File: src/rtl/sram_program_loader.sv
`default_nettype none
// ============================================================================
// Module   : sram_program_loader
// Purpose  : Receives a program over 8N1 UART, packs byte pairs into 16-bit
//            words and writes them to the CPU's instruction SRAM at BASE_ADDR.
// Revision : 1.0
// ============================================================================
module sram_program_loader #(
    parameter int          CLK_HZ    = 50000000,
    parameter int          BAUD      = 115200,
    parameter logic [17:0] BASE_ADDR = 18'h0FF00,
    parameter int          MAX_WORDS = 256,
    parameter int          WE_CYCLES = 2
) (
    input  logic        CLK,
    input  logic        RST,
    input  logic        UART_RXD,
    input  logic        START,
    output logic        SRAM_WE,
    output logic        SRAM_CE,
    output logic        SRAM_OE,
    output logic        SRAM_LB,
    output logic        SRAM_UB,
    output logic [17:0] SRAM_A,
    output logic [15:0] SRAM_DQ_O,
    output logic        SRAM_DQ_OE,
    output logic        CPU_HOLD,
    output logic        LOAD_DONE,
    output logic        LOAD_ERR,
    output logic [15:0] WORD_COUNT
);

    localparam int             DIV       = CLK_HZ / BAUD;
    localparam int             CW        = $clog2(DIV + 1);
    localparam logic [CW-1:0]  DIV_LAST  = CW'(DIV - 1);
    localparam logic [CW-1:0]  HALF_LAST = CW'(DIV / 2 - 1);
    localparam int             WCW       = $clog2(WE_CYCLES + 1);
    localparam logic [WCW-1:0] WE_LAST   = WCW'(WE_CYCLES - 1);
    localparam logic [15:0]    MAX_W     = 16'(MAX_WORDS);

    localparam logic [1:0] RX_IDLE  = 2'd0;
    localparam logic [1:0] RX_START = 2'd1;
    localparam logic [1:0] RX_DATA  = 2'd2;
    localparam logic [1:0] RX_STOP  = 2'd3;

    localparam logic [2:0] S_IDLE    = 3'd0;
    localparam logic [2:0] S_ARMED   = 3'd1;
    localparam logic [2:0] S_W_SETUP = 3'd2;
    localparam logic [2:0] S_W_PULSE = 3'd3;
    localparam logic [2:0] S_W_HOLD  = 3'd4;
    localparam logic [2:0] S_DONE    = 3'd5;
    localparam logic [2:0] S_ERROR   = 3'd6;

    // ------------------------------------------------------------------
    // UART receiver
    // ------------------------------------------------------------------
    logic          rxd_s1_q, rxd_s2_q;
    logic [1:0]    rx_state_q, rx_state_d;
    logic [CW-1:0] rx_cnt_q, rx_cnt_d;
    logic [2:0]    rx_bit_q, rx_bit_d;
    logic [7:0]    rx_shift_q, rx_shift_d;
    logic          rx_valid_q, rx_valid_d;
    logic          rx_ferr_q, rx_ferr_d;

    always_comb begin
        rx_state_d = rx_state_q;
        rx_cnt_d   = rx_cnt_q;
        rx_bit_d   = rx_bit_q;
        rx_shift_d = rx_shift_q;
        rx_valid_d = 1'b0;
        rx_ferr_d  = 1'b0;
        case (rx_state_q)
            RX_IDLE: begin
                if (!rxd_s2_q) begin
                    rx_state_d = RX_START;
                    rx_cnt_d   = '0;
                end
            end
            RX_START: begin
                // Half-bit recheck rejects short low glitches on the idle line
                if (rx_cnt_q == HALF_LAST) begin
                    rx_cnt_d   = '0;
                    rx_bit_d   = '0;
                    rx_state_d = rxd_s2_q ? RX_IDLE : RX_DATA;
                end else begin
                    rx_cnt_d = rx_cnt_q + CW'(1);
                end
            end
            RX_DATA: begin
                if (rx_cnt_q == DIV_LAST) begin
                    rx_cnt_d   = '0;
                    rx_shift_d = {rxd_s2_q, rx_shift_q[7:1]};
                    rx_bit_d   = rx_bit_q + 3'd1;
                    if (rx_bit_q == 3'd7) begin
                        rx_state_d = RX_STOP;
                    end
                end else begin
                    rx_cnt_d = rx_cnt_q + CW'(1);
                end
            end
            RX_STOP: begin
                if (rx_cnt_q == DIV_LAST) begin
                    rx_cnt_d   = '0;
                    rx_valid_d = rxd_s2_q;
                    rx_ferr_d  = !rxd_s2_q;
                    rx_state_d = RX_IDLE;
                end else begin
                    rx_cnt_d = rx_cnt_q + CW'(1);
                end
            end
            default: rx_state_d = RX_IDLE;
        endcase
    end

    always_ff @(posedge CLK) begin
        if (RST) begin
            rxd_s1_q   <= 1'b1;
            rxd_s2_q   <= 1'b1;
            rx_state_q <= RX_IDLE;
            rx_cnt_q   <= '0;
            rx_bit_q   <= '0;
            rx_shift_q <= '0;
            rx_valid_q <= 1'b0;
            rx_ferr_q  <= 1'b0;
        end else begin
            rxd_s1_q   <= UART_RXD;
            rxd_s2_q   <= rxd_s1_q;
            rx_state_q <= rx_state_d;
            rx_cnt_q   <= rx_cnt_d;
            rx_bit_q   <= rx_bit_d;
            rx_shift_q <= rx_shift_d;
            rx_valid_q <= rx_valid_d;
            rx_ferr_q  <= rx_ferr_d;
        end
    end

    // ------------------------------------------------------------------
    // Loader FSM
    // ------------------------------------------------------------------
    logic [2:0]     state_q, state_d;
    logic [17:0]    addr_q, addr_d;
    logic [15:0]    data_q, data_d;
    logic [15:0]    word_count_q, word_count_d;
    logic           ptr_low_q, ptr_low_d;
    logic           hold_valid_q, hold_valid_d;
    logic [7:0]     hold_byte_q, hold_byte_d;
    logic [WCW-1:0] we_cnt_q, we_cnt_d;
    logic           load_done_q, load_done_d;
    logic           load_err_q, load_err_d;
    logic           w_writing;
    logic [7:0]     w_byte;
    logic [15:0]    w_count_inc;

    assign w_writing   = (state_q == S_W_SETUP) || (state_q == S_W_PULSE) ||
                         (state_q == S_W_HOLD);
    assign w_byte      = hold_valid_q ? hold_byte_q : rx_shift_q;
    assign w_count_inc = word_count_q + 16'd1;

    always_comb begin
        state_d      = state_q;
        addr_d       = addr_q;
        data_d       = data_q;
        word_count_d = word_count_q;
        ptr_low_d    = ptr_low_q;
        hold_valid_d = hold_valid_q;
        hold_byte_d  = hold_byte_q;
        we_cnt_d     = we_cnt_q;
        load_done_d  = load_done_q;
        load_err_d   = load_err_q;
        case (state_q)
            S_IDLE, S_DONE, S_ERROR: begin
                hold_valid_d = 1'b0;
                if (START) begin
                    state_d      = S_ARMED;
                    addr_d       = BASE_ADDR;
                    word_count_d = '0;
                    load_done_d  = 1'b0;
                    load_err_d   = 1'b0;
                    ptr_low_d    = 1'b0;
                end
            end
            S_ARMED: begin
                if (rx_ferr_q) begin
                    state_d    = S_ERROR;
                    load_err_d = 1'b1;
                end else if (hold_valid_q || rx_valid_q) begin
                    // A fresh byte arriving while the held one drains takes its slot
                    hold_valid_d = hold_valid_q && rx_valid_q;
                    if (hold_valid_q && rx_valid_q) begin
                        hold_byte_d = rx_shift_q;
                    end
                    if (ptr_low_q) begin
                        data_d[7:0] = w_byte;
                        ptr_low_d   = 1'b0;
                        we_cnt_d    = '0;
                        state_d     = S_W_SETUP;
                    end else begin
                        data_d[15:8] = w_byte;
                        ptr_low_d    = 1'b1;
                    end
                end
            end
            S_W_SETUP: state_d = S_W_PULSE;
            S_W_PULSE: begin
                if (we_cnt_q == WE_LAST) begin
                    state_d = S_W_HOLD;
                end else begin
                    we_cnt_d = we_cnt_q + WCW'(1);
                end
            end
            S_W_HOLD: begin
                word_count_d = w_count_inc;
                if (data_q[15:12] == 4'h0) begin
                    state_d     = S_DONE;
                    load_done_d = 1'b1;
                end else if (w_count_inc == MAX_W) begin
                    state_d    = S_ERROR;
                    load_err_d = 1'b1;
                end else begin
                    addr_d  = addr_q + 18'd1;
                    state_d = S_ARMED;
                end
            end
            default: state_d = S_IDLE;
        endcase

        if (w_writing) begin
            if (rx_ferr_q || (rx_valid_q && hold_valid_q)) begin
                state_d     = S_ERROR;
                load_err_d  = 1'b1;
                load_done_d = load_done_q;
            end else if (rx_valid_q) begin
                hold_valid_d = 1'b1;
                hold_byte_d  = rx_shift_q;
            end
        end
    end

    always_ff @(posedge CLK) begin
        if (RST) begin
            state_q      <= S_IDLE;
            addr_q       <= BASE_ADDR;
            data_q       <= '0;
            word_count_q <= '0;
            ptr_low_q    <= 1'b0;
            hold_valid_q <= 1'b0;
            hold_byte_q  <= '0;
            we_cnt_q     <= '0;
            load_done_q  <= 1'b0;
            load_err_q   <= 1'b0;
        end else begin
            state_q      <= state_d;
            addr_q       <= addr_d;
            data_q       <= data_d;
            word_count_q <= word_count_d;
            ptr_low_q    <= ptr_low_d;
            hold_valid_q <= hold_valid_d;
            hold_byte_q  <= hold_byte_d;
            we_cnt_q     <= we_cnt_d;
            load_done_q  <= load_done_d;
            load_err_q   <= load_err_d;
        end
    end

    assign SRAM_CE    = 1'b0;
    assign SRAM_LB    = 1'b0;
    assign SRAM_UB    = 1'b0;
    assign SRAM_WE    = (state_q != S_W_PULSE);
    assign SRAM_OE    = w_writing;
    assign SRAM_DQ_OE = w_writing;
    assign SRAM_A     = addr_q;
    assign SRAM_DQ_O  = data_q;
    assign CPU_HOLD   = (state_q != S_IDLE) && (state_q != S_DONE);
    assign LOAD_DONE  = load_done_q;
    assign LOAD_ERR   = load_err_q;
    assign WORD_COUNT = word_count_q;

endmodule
`default_nettype wire

File: config.mk
export PLATFORM = sky130hd
export DESIGN_NAME = sram_program_loader
export DESIGN_NICKNAME = d
export VERILOG_FILES = /design/src/rtl/sram_program_loader.sv
export SDC_FILE = /design/constraint.sdc
export NUM_CORES = 1
export LEC_CHECK = 0
export ABC_AREA = 1
export BUFFER_PORTS_ARGS = -buffer_cell sky130_fd_sc_hd__buf_2
export CAP_MARGIN = 20
export CORE_UTILIZATION = 63
export DETAILED_ROUTE_END_ITERATION = 8
export GPL_ROUTABILITY_DRIVEN = 0
export GPL_TIMING_DRIVEN = 0
export PLACE_DENSITY = 0.94
export SETUP_SLACK_MARGIN = 0.3
export SYNTH_ARGS = -nofsm -noshare
export SYNTH_HDL_FRONTEND = slang
export SYNTH_SLANG_ARGS = --single-unit
File: constraint.sdc
create_clock -name CLK -period 4.6 [get_ports CLK]
set_input_delay 0.23 -clock CLK [delete_from_list [all_inputs] [get_ports CLK]]
set_output_delay 0.23 -clock CLK [all_outputs]
set_load 0.05 [all_outputs]
==> flow_summary.yaml, run 1 <==
yosys:
  yosysTopAreaCell: "dfxtp_1"
  synth_edf_count: 0
  async_reset_ff_frac: 0
  synth.distinct_cells: 44
  synth-main-ff-cell: "dfxtp_1"
  yosys_warnings: 0
  synth_area_um2: 4935
  netlist_instances: 721
  synth_seq_cells: 93
  synth.avg_cell_area_um2: 6.844
  seq_area_frac_synth: 0.3773
  synth_top_area_frac: 0.3773
  ys_top_cells_by_area: "dfxtp_1, nand2_1, a21oi_1"
cells_and_area:
  flow.area_growth_from_synthesis_pct: 12.98
  final_nets: 805
  drive_above_1_share: 0.1516
  design_area_um2: 5575
  layout_commonest_cell: "nand2_1"
  fin_util: 0.7526
  diodes: 0
  final_cell_mix: "nand2_1, dfxtp_1, a21oi_1"
setup_path:
  crit_arrival_ns: 2.68
  path_max_fanout: 10
  end_kind: "flop"
  critical_path_class: "reg2reg"
  required_ns: 4.85
  start_kind: "flop"
floorplan:
  rows: 31
  die_x_um: 90.51
  dieHeight_um: 90.51
  pin_count: 63
  core_region_area_um2: 7408
  dieArea_um2: 8191
  initial_core_util: 0.6661
sta:
  finClkSkew_ns: 0.01061
  tightest_slew_ns: 0.6803
  setup_tns_ns: 0
  setup_viol: 0
  hold_viol: 0
  slew_violations: 0
  finalCritPeriodShare: 0.5290
  rsz0062_at_grt: "no"
  fmax_mhz: 410.9
  period_minus_slack_ns: 2.433
  relSlewSlack: 0.5423
routing:
  wl_per_cell_um: 14.22
  vias: 5240
  ant_nets: 0
  dr.pass1.iters: 5
  drc: 0
  viasPerCell: 5.842
  routed_wl_um: 12760
  drtIter0Drc: 483
grt:
  grt_max_degree: 19
  antenna_found_initial: 0
  grt-ovfl-total: 0
  grt_pass1_wl_um: 21310
  grt_pass1_vias: 4778
  grt_usage: 0.3162
power:
  p_int_w: 0.001134
  leakage_nw: 2.341
  p_switching_w: 0.0004743
  pwr-share-clk: 0.370
  p_comb_frac: 0.109
  p_per_area_nw_per_um2: 288.5
  ir_drop_uv: 217.0
  p_sw_frac: 0.2949
  seqPwrFrac: 0.521
clock_network:
  cts-resized-gates: 0
  tritoncts: "built"
  clk_pin_slew_ns: 0.10
  clockBufferDepth: 2
  root_buffer: "clkbuf_8"
  cts.htree.levels: 3
  clock-sinks: 93
  cts_made_buffers: 9
  post_cts_buffers: 0
  cts_hold_buf: 0
  clock_latency_ns: 0.38
run_status:
  status: "finished clean"
place:
  io_buffers: 59
  post-dp-hpwl_um: 9297
  dpl_cell_area_um2: 5361
hold_path:
  hold_class: "in2reg"
job:
  drv_cap: 0
[state kept, by name (all words and copies together) (netlist names), 2 cells and up, named ones only]
name,flops
hold_byte_q,8
SRAM_A,18
rx_cnt_q,9
SRAM_DQ_O,16
state_q,3
we_cnt_q,2
rx_shift_q,8
rx_bit_q,3
WORD_COUNT,16
[metrics by stage]
step	setup WS (ns)	hold WS [ns]	total power, W	instances
final	2.167	0.03605	0.001608	897
after floorplan	2.156	0.3338	0.0009833	723
after CTS	2.182	0.02474	0.001611	897
after detailed placement	2.197	0.3936	0.001027	881
after global placement	2.268	0.3939	0.001019	881
after global routing	1.916	0.03226	0.001668	897
[cells in the mapped netlist (3+ instances only)]
cell type / count
nand2_1: 174
dfxtp_1: 93
a21oi_1: 73
inv_1: 72
nor2_1: 64
nand3_1: 55
o21ai_0: 44
nand4_1: 26
clkbuf_1: 15
nor3_1: 11
ha_1: 8
or2_2: 8
xor2_1: 8
nand2_2: 7
buf_2: 6
xnor2_1: 6
buf_4: 5
nor2_2: 5
nand3b_1: 4
nor4_1: 4
a31oi_1: 3
nor2_4: 3
[power by group through the flow]
stage               clock, W  combinational (W)  sequential [W]
finish              0.000595           0.000175        0.000838
floorplan                  0           0.000106        0.000877
CTS                 0.000602           0.000173        0.000837
global route        0.000635           0.000192        0.000841
detailed placement         0           0.000171        0.000856
global placement           0           0.000165        0.000854
[worst max-delay path: stages (launching register included)]
cell     delay, ns
dfxtp_1       0.43
ha_1          0.29
nand3_2       0.17
nor2_2        0.19
xor2_1        0.11
nor2_1        0.16
nand2_1       0.07
nor2_1        0.27
nand3_4       0.13
buf_6         0.17
buf_8         0.14
nand4_1       0.07
nand3_1       0.09
[worst paths after layout]
path	from	endpoint	slack [ns]	cells after the start
max	WORD_COUNT[0]	SRAM_A[13]	2.17	12
min	UART_RXD	rxd_s1_q	0.04	2
max reg2reg	WORD_COUNT[0]	SRAM_A[13]	2.17	12
min reg2reg	rxd_s1_q	rxd_s2_q	0.41	1
[layer usage]
metal  wire, um  share of wire  vias up  track usage
met1       5201           0.41     2408       0.3761
met3        888          0.070       37      0.04966
met2       6279           0.49      261       0.5505
met4        388          0.030        0       0.1573
met5          0              0        -            0
li1           -              -     2534            -
[area by class of cell]
class | instances | area (um2)
plain buffers | 30 | 165.2
clock buffers | 9 | 123.9
clock inverters | 7 | 90.09
fillers | 581 | 1833
inverters | 72 | 270.3
multi-input cells | 528 | 2645
flip-flops and latches | 93 | 1862
well taps | 99 | 123.9
repair buffers | 59 | 295.3
[logic make-up (layout without fill, tap and decap cells)]
group,after synthesis,count (layout),share of synthesized area
XOR/XNOR,14,14,0.02485
flip-flops,93,93,0.3773
buffers and inverters,102,177,0.08823
AND/OR/NAND/NOR,368,368,0.3408
adder cells (fa/ha/maj),8,8,0.02028
other,1,3,0.0007599
AO/OA/AOI/OAI,135,135,0.1478
Note: power is estimated with default switching activity, not from simulation.
==> run 2: changes to the inputs <==
CORE_UTILIZATION = 52   (was 63)
PLACE_DENSITY = 0.84   (was 0.94)
clock period = 2.2 ns   (was 4.6 ns; I/O delays follow)
==> run 2 against run 1 <==
- global-route usage fell by 4.0 points
- design area rose by 11%
- core utilization down 8.0 points
- flip-flop and latch count stayed put
- sequential share of layout area down 2.4 points
- die area grew 21%
- combinational power increased by 140%
- worst setup slack got worse by 2.0 ns
- first-iteration DRC count fell by 29%
- clock skew about the same
- critical path type unchanged
- highest routed layer unchanged
==> flow_summary.yaml, run 2 (synthesized netlist as in run 1, its figures left out) <==
run_status:
  status: "finished clean"
sta:
  finClkSkew_ns: 0.01045
  period_minus_slack_ns: 2.046
  rsz0062_at_grt: "yes"
  tightest_slew_ns: 0.7992
  finalCritPeriodShare: 0.9300
  hold_viol: 0
  relSlewSlack: 0.4672
  setup_viol: 0
  fmax_mhz: 488.8
  slew_violations: 0
cells_and_area:
  drive_above_1_share: 0.2746
  flow.area_growth_from_synthesis_pct: 25.38
  largest_register_ffs: 18
  design_area_um2: 6187
  fillers: 717
  diodes: 0
  fin_cells: 934
  final_cell_mix: "nand2_1, dfxtp_1, inv_1"
  layout_commonest_cell: "nand2_1"
  fin_util: 0.6728
  final_nets: 830
setup_path:
  required_ns: 2.50
  worstPathCellList: "ha_4 -> nand3_4 -> nor2_4 -> nand3_2 -> nand2_1 -> nand2_2 -> nor2_4 -> nand2_2 -> nor2_4 -> nand3_4 -> nand3_4 -> buf_12 -> nand2_4 -> a21oi_2"
  critical_path_buf_inv_count: 1
  start_kind: "flop"
  end_kind: "flop"
  path_max_fanout: 8
  critical_path_class: "reg2reg"
  worstRegToRegCells: 14
  cp_num_cells: 14
  crit_path_max_incr_delay_ns: 0.41
  crit_arrival_ns: 2.35
  slowest_stage: "dfxtp_4"
  cpLargestDelayFamily: "simple AND/OR/NAND/NOR gates"
clock_network:
  root_buffer: "clkbuf_8"
  cts_made_buffers: 9
  tritoncts: "built"
  clock-sinks: 93
  clk_pin_slew_ns: 0.11
  clockBufferDepth: 2
  cts.htree.levels: 3
  clock_latency_ns: 0.38
power:
  leakage_nw: 2.575
  ir_drop_uv: 381.0
  p_per_area_nw_per_um2: 536.8
floorplan:
  dieHeight_um: 99.42
  dieArea_um2: 9883
  initial_core_util: 0.5366
  core_region_area_um2: 9196
  rows: 35
  pin_count: 63
  die_x_um: 99.42
routing:
  dr.pass1.iters: 7
  wl_per_cell_um: 15.29
  routed_wl_um: 14280
  drc: 0
  drtIter0Drc: 341
  viasPerCell: 5.788
  ant_nets: 0
  vias: 5406
hold_path:
  hold_class: "in2reg"
  hold_depth: 4
place:
  io_buffers: 59
  post-dp-hpwl_um: 9472
  place_inst: 893
  dpl_cell_area_um2: 5464
grt:
  grt_usage: 0.2761
  antenna_found_initial: 0
  grt-ovfl-total: 0
  grt_pass1_wl_um: 22100
  grt_pass1_vias: 4912
  grt_max_degree: 20
job:
  drv_cap: 0
-- run 2: cell count changes in the layout (fill, tap and decap cells not counted), moves of 12 or more --
cell and change:
buf_4 +21, dfxtp_1 -20, dfxtp_4 +12, nand2_1 -24, nand2_2 +15, nor2_1 -13
-- run 2: worst paths after layout --
kind | start | end | slack [ns]
worst min register to register | rxd_s1_q | rxd_s2_q | 0.43
worst min-delay path | START | SRAM_A[0] | 0.09
worst max-delay path | WORD_COUNT[0] | SRAM_A[4] | 0.15
worst max register to register | WORD_COUNT[0] | SRAM_A[4] | 0.15
-- run 2: per-stage QoR --
stage               setup slack [ns]  hold WS [ns]  TNS (ns)  total power [W]
floorplan                     0.2289        0.2138         0         0.002049
global placement             0.06558        0.2956         0         0.002124
detailed placement          -0.01579        0.2952  -0.03695         0.002140
CTS                           0.2480       0.07115         0         0.003292
global route                 0.07329       0.08660         0         0.003430
finish                        0.1540       0.09444         0         0.003322
-- run 2: worst min-delay path, stage by stage --
cell and delay, ns:
buf_2 0.12, nand2_2 0.07, nand2_1 0.11, a21oi_2 0.04
-- run 2: where the power goes --
group | switching, W | internal (W) | total (W)
Sequential | 0.0000408 | 0.00170 | 0.00174
Clock | 0.000715 | 0.000451 | 0.00117
Combinational | 0.000289 | 0.000125 | 0.000414
-- run 2: area by class of cell --
| cell class | count | area [um2] | area share |
|---|---|---|---|
| Tap cell | 111 | 138.9 | 0.02245 |
| Inverter | 72 | 274.0 | 0.04429 |
| Clock inverter | 7 | 80.08 | 0.01294 |
| Timing Repair Buffer | 84 | 516.7 | 0.08352 |
| Clock buffer | 9 | 123.9 | 0.02002 |
| Sequential cell | 93 | 1917 | 0.3098 |
| Buffer | 30 | 191.4 | 0.03094 |
| Multi-Input combinational cell | 528 | 2945 | 0.4760 |
-- run 2: per-layer routing --
layer	GRT usage	wire (um)	up-vias
li1	-	-	2577
met1	0.3231	5686	2533
met2	0.4904	7289	245
met3	0.04427	880	51
met4	0.1357	426	0
met5	0	0	-
-- run 2: timing repair --
action                     in CTS  in global routing
setup endpoints to repair      60                 68
pin swaps                      10                 14
hold buffers                    1                  0
resized for setup              24                 70
setup buffers                  15                  7
hold endpoints to repair        1                  0
gates cloned                    1                  1
==> run 3: changes to the inputs <==
GPL_TIMING_DRIVEN = unset   (was 0)
HOLD_SLACK_MARGIN = 0.15   (was unset)
==> run 3 against run 2 <==
- register-to-register slack hardly changed
- combinational power is 7.5% lower
- maximum frequency rose by 0.61%
- hold slack better by 0.12 ns
- die area is the same
- core utilization fell by 3.8 points
- worst setup slack gained 0.012 ns
- via count down 5.0%
- highest routed layer unchanged
==> flow_summary.yaml, run 3 (synthesized netlist as in run 1, its figures left out) <==
run_status:
  status: "finished clean"
setup_path:
  required_ns: 2.45
  path_max_fanout: 9
  start_kind: "flop"
  worstRegToRegCells: 13
  critical_path_class: "reg2reg"
  end_kind: "flop"
  crit_arrival_ns: 2.29
floorplan:
  die_x_um: 99.42
  pin_count: 63
  initial_core_util: 0.5366
  dieHeight_um: 99.42
  core_region_area_um2: 9196
  dieArea_um2: 9883
  rows: 35
routing:
  drtIter0Drc: 324
  routed_wl_um: 12900
  drc: 0
  ant_nets: 0
  dr.pass1.iters: 5
  viasPerCell: 5.670
  vias: 5137
  wl_per_cell_um: 14.24
power:
  p_comb_frac: 0.118
  p_sw_frac: 0.3041
  seqPwrFrac: 0.537
  p_int_w: 0.002256
  leakage_nw: 2.409
  p_per_area_nw_per_um2: 555.3
  p_switching_w: 0.0009857
  ir_drop_uv: 510.9
  pwr-share-clk: 0.345
job:
  drv_cap: 0
place:
  io_buffers: 59
  post-dp-hpwl_um: 8570
cells_and_area:
  largest_register_ffs: 18
  final_cell_mix: "nand2_1, dfxtp_1, a21oi_1"
  diodes: 0
  layout_commonest_cell: "nand2_1"
  flow.area_growth_from_synthesis_pct: 18.31
  fin_util: 0.6348
  final_nets: 802
  drive_above_1_share: 0.2189
sta:
  finalCritPeriodShare: 0.9244
  setup_tns_ns: 0
  finClkSkew_ns: 0.01305
  slew_violations: 0
  period_minus_slack_ns: 2.034
  rsz0062_at_grt: "yes"
  fmax_mhz: 491.7
  fin_hold_ws_ns: 0.2172
  tightest_slew_ns: 0.7078
  setup_viol: 0
  relSlewSlack: 0.5264
  hold_viol: 0
clock_network:
  cts.htree.levels: 3
  clock-sinks: 93
  clock_latency_ns: 0.37
  clockBufferDepth: 2
  clk_pin_slew_ns: 0.10
  root_buffer: "clkbuf_8"
  cts_made_buffers: 9
  tritoncts: "built"
grt:
  grt_pass1_vias: 4753
  grt_pass1_wl_um: 21250
  grt-ovfl-total: 0
  antenna_found_initial: 0
  grt_usage: 0.2620
  grt_max_degree: 56
hold_path:
  hold_depth: 3
  hold_class: "in2reg"
[run 3: changes by cell type in the layout (fill, tap and decap cells not counted), moves of 5 or more]
cell	change
nand2_2	-7
clkbuf_1	-12
a21oi_1	+7
buf_4	-5
nand2_4	-8
nor2_4	-7
nor2_1	+7
a21oi_2	-7
buf_2	-6
nand2_1	+15
[run 3: final timing paths]
path	from	to	slack [ns]
min	RST	we_cnt_q[0]	0.22
max reg2reg	WORD_COUNT[0]	SRAM_A[9]	0.17
min reg2reg	rxd_s1_q	rxd_s2_q	0.44
max	WORD_COUNT[0]	SRAM_A[9]	0.17
[run 3: layout make-up]
| cell class | count | area, um2 |
|---|---|---|
| fillers | 772 | 3358 |
| flip-flops and latches | 93 | 1907 |
| clock inverters | 7 | 65.06 |
| clock buffers | 9 | 123.9 |
| well taps | 111 | 138.9 |
| multi-input cells | 529 | 2786 |
| inverters | 72 | 274.0 |
| repair buffers | 85 | 543.0 |
[run 3: timing repair]
action	in CTS	in global routing
endpoints found under the hold margin	2	0
pin swaps	0	5
setup buffers	2	6
gates resized for setup	9	22
hold buffers	2	0
gates cloned	1	2
endpoints found under the setup margin	45	73
[run 3: through the flow]
stage | power [W] | instances | worst slack, ns | instance area, um2
3_3_place_gp | 0.002121 | 877 | 0.2764 | 5406
4_1_cts | 0.003245 | 898 | 0.1964 | 5678
6_report | 0.003242 | 906 | 0.1663 | 5838
5_1_grt | 0.003382 | 906 | 0.0006191 | 5838
3_5_place_dp | 0.002131 | 877 | 0.2011 | 5406
2_1_floorplan | 0.002049 | 723 | 0.2289 | 5030
[run 3: power by group through the flow]
stage	registers, W	clock network [W]	logic, W
after CTS	0.00174	0.00114	0.000370
after global placement	0.00178	0	0.000346
after detailed placement	0.00178	0	0.000354
final	0.00174	0.00112	0.000383
after floorplan	0.00182	0	0.000225
after global routing	0.00175	0.00122	0.000420
[run 3: layer usage]
metal | share of wire | vias up | wire (um) | global-route usage
met5 | 0 | - | 0 | 0
li1 | - | 2520 | - | -
met4 | 0.020 | 0 | 262 | 0.07919
met3 | 0.057 | 25 | 740 | 0.04919
met1 | 0.42 | 2385 | 5398 | 0.3275
met2 | 0.50 | 207 | 6502 | 0.4578
[run 3: critical path, cell delays in order (launching register included)]
cell and delay (ns):
dfxtp_4 0.40, ha_4 0.17, nand3_4 0.11, nor2_4 0.15, nand3_2 0.09, nand2_2 0.08
nand2_2 0.08, nor2_4 0.11, nand2_2 0.07, nor2_4 0.13, nand3_4 0.16, clkbuf_16 0.22
nand4_1 0.07, nand3_1 0.08
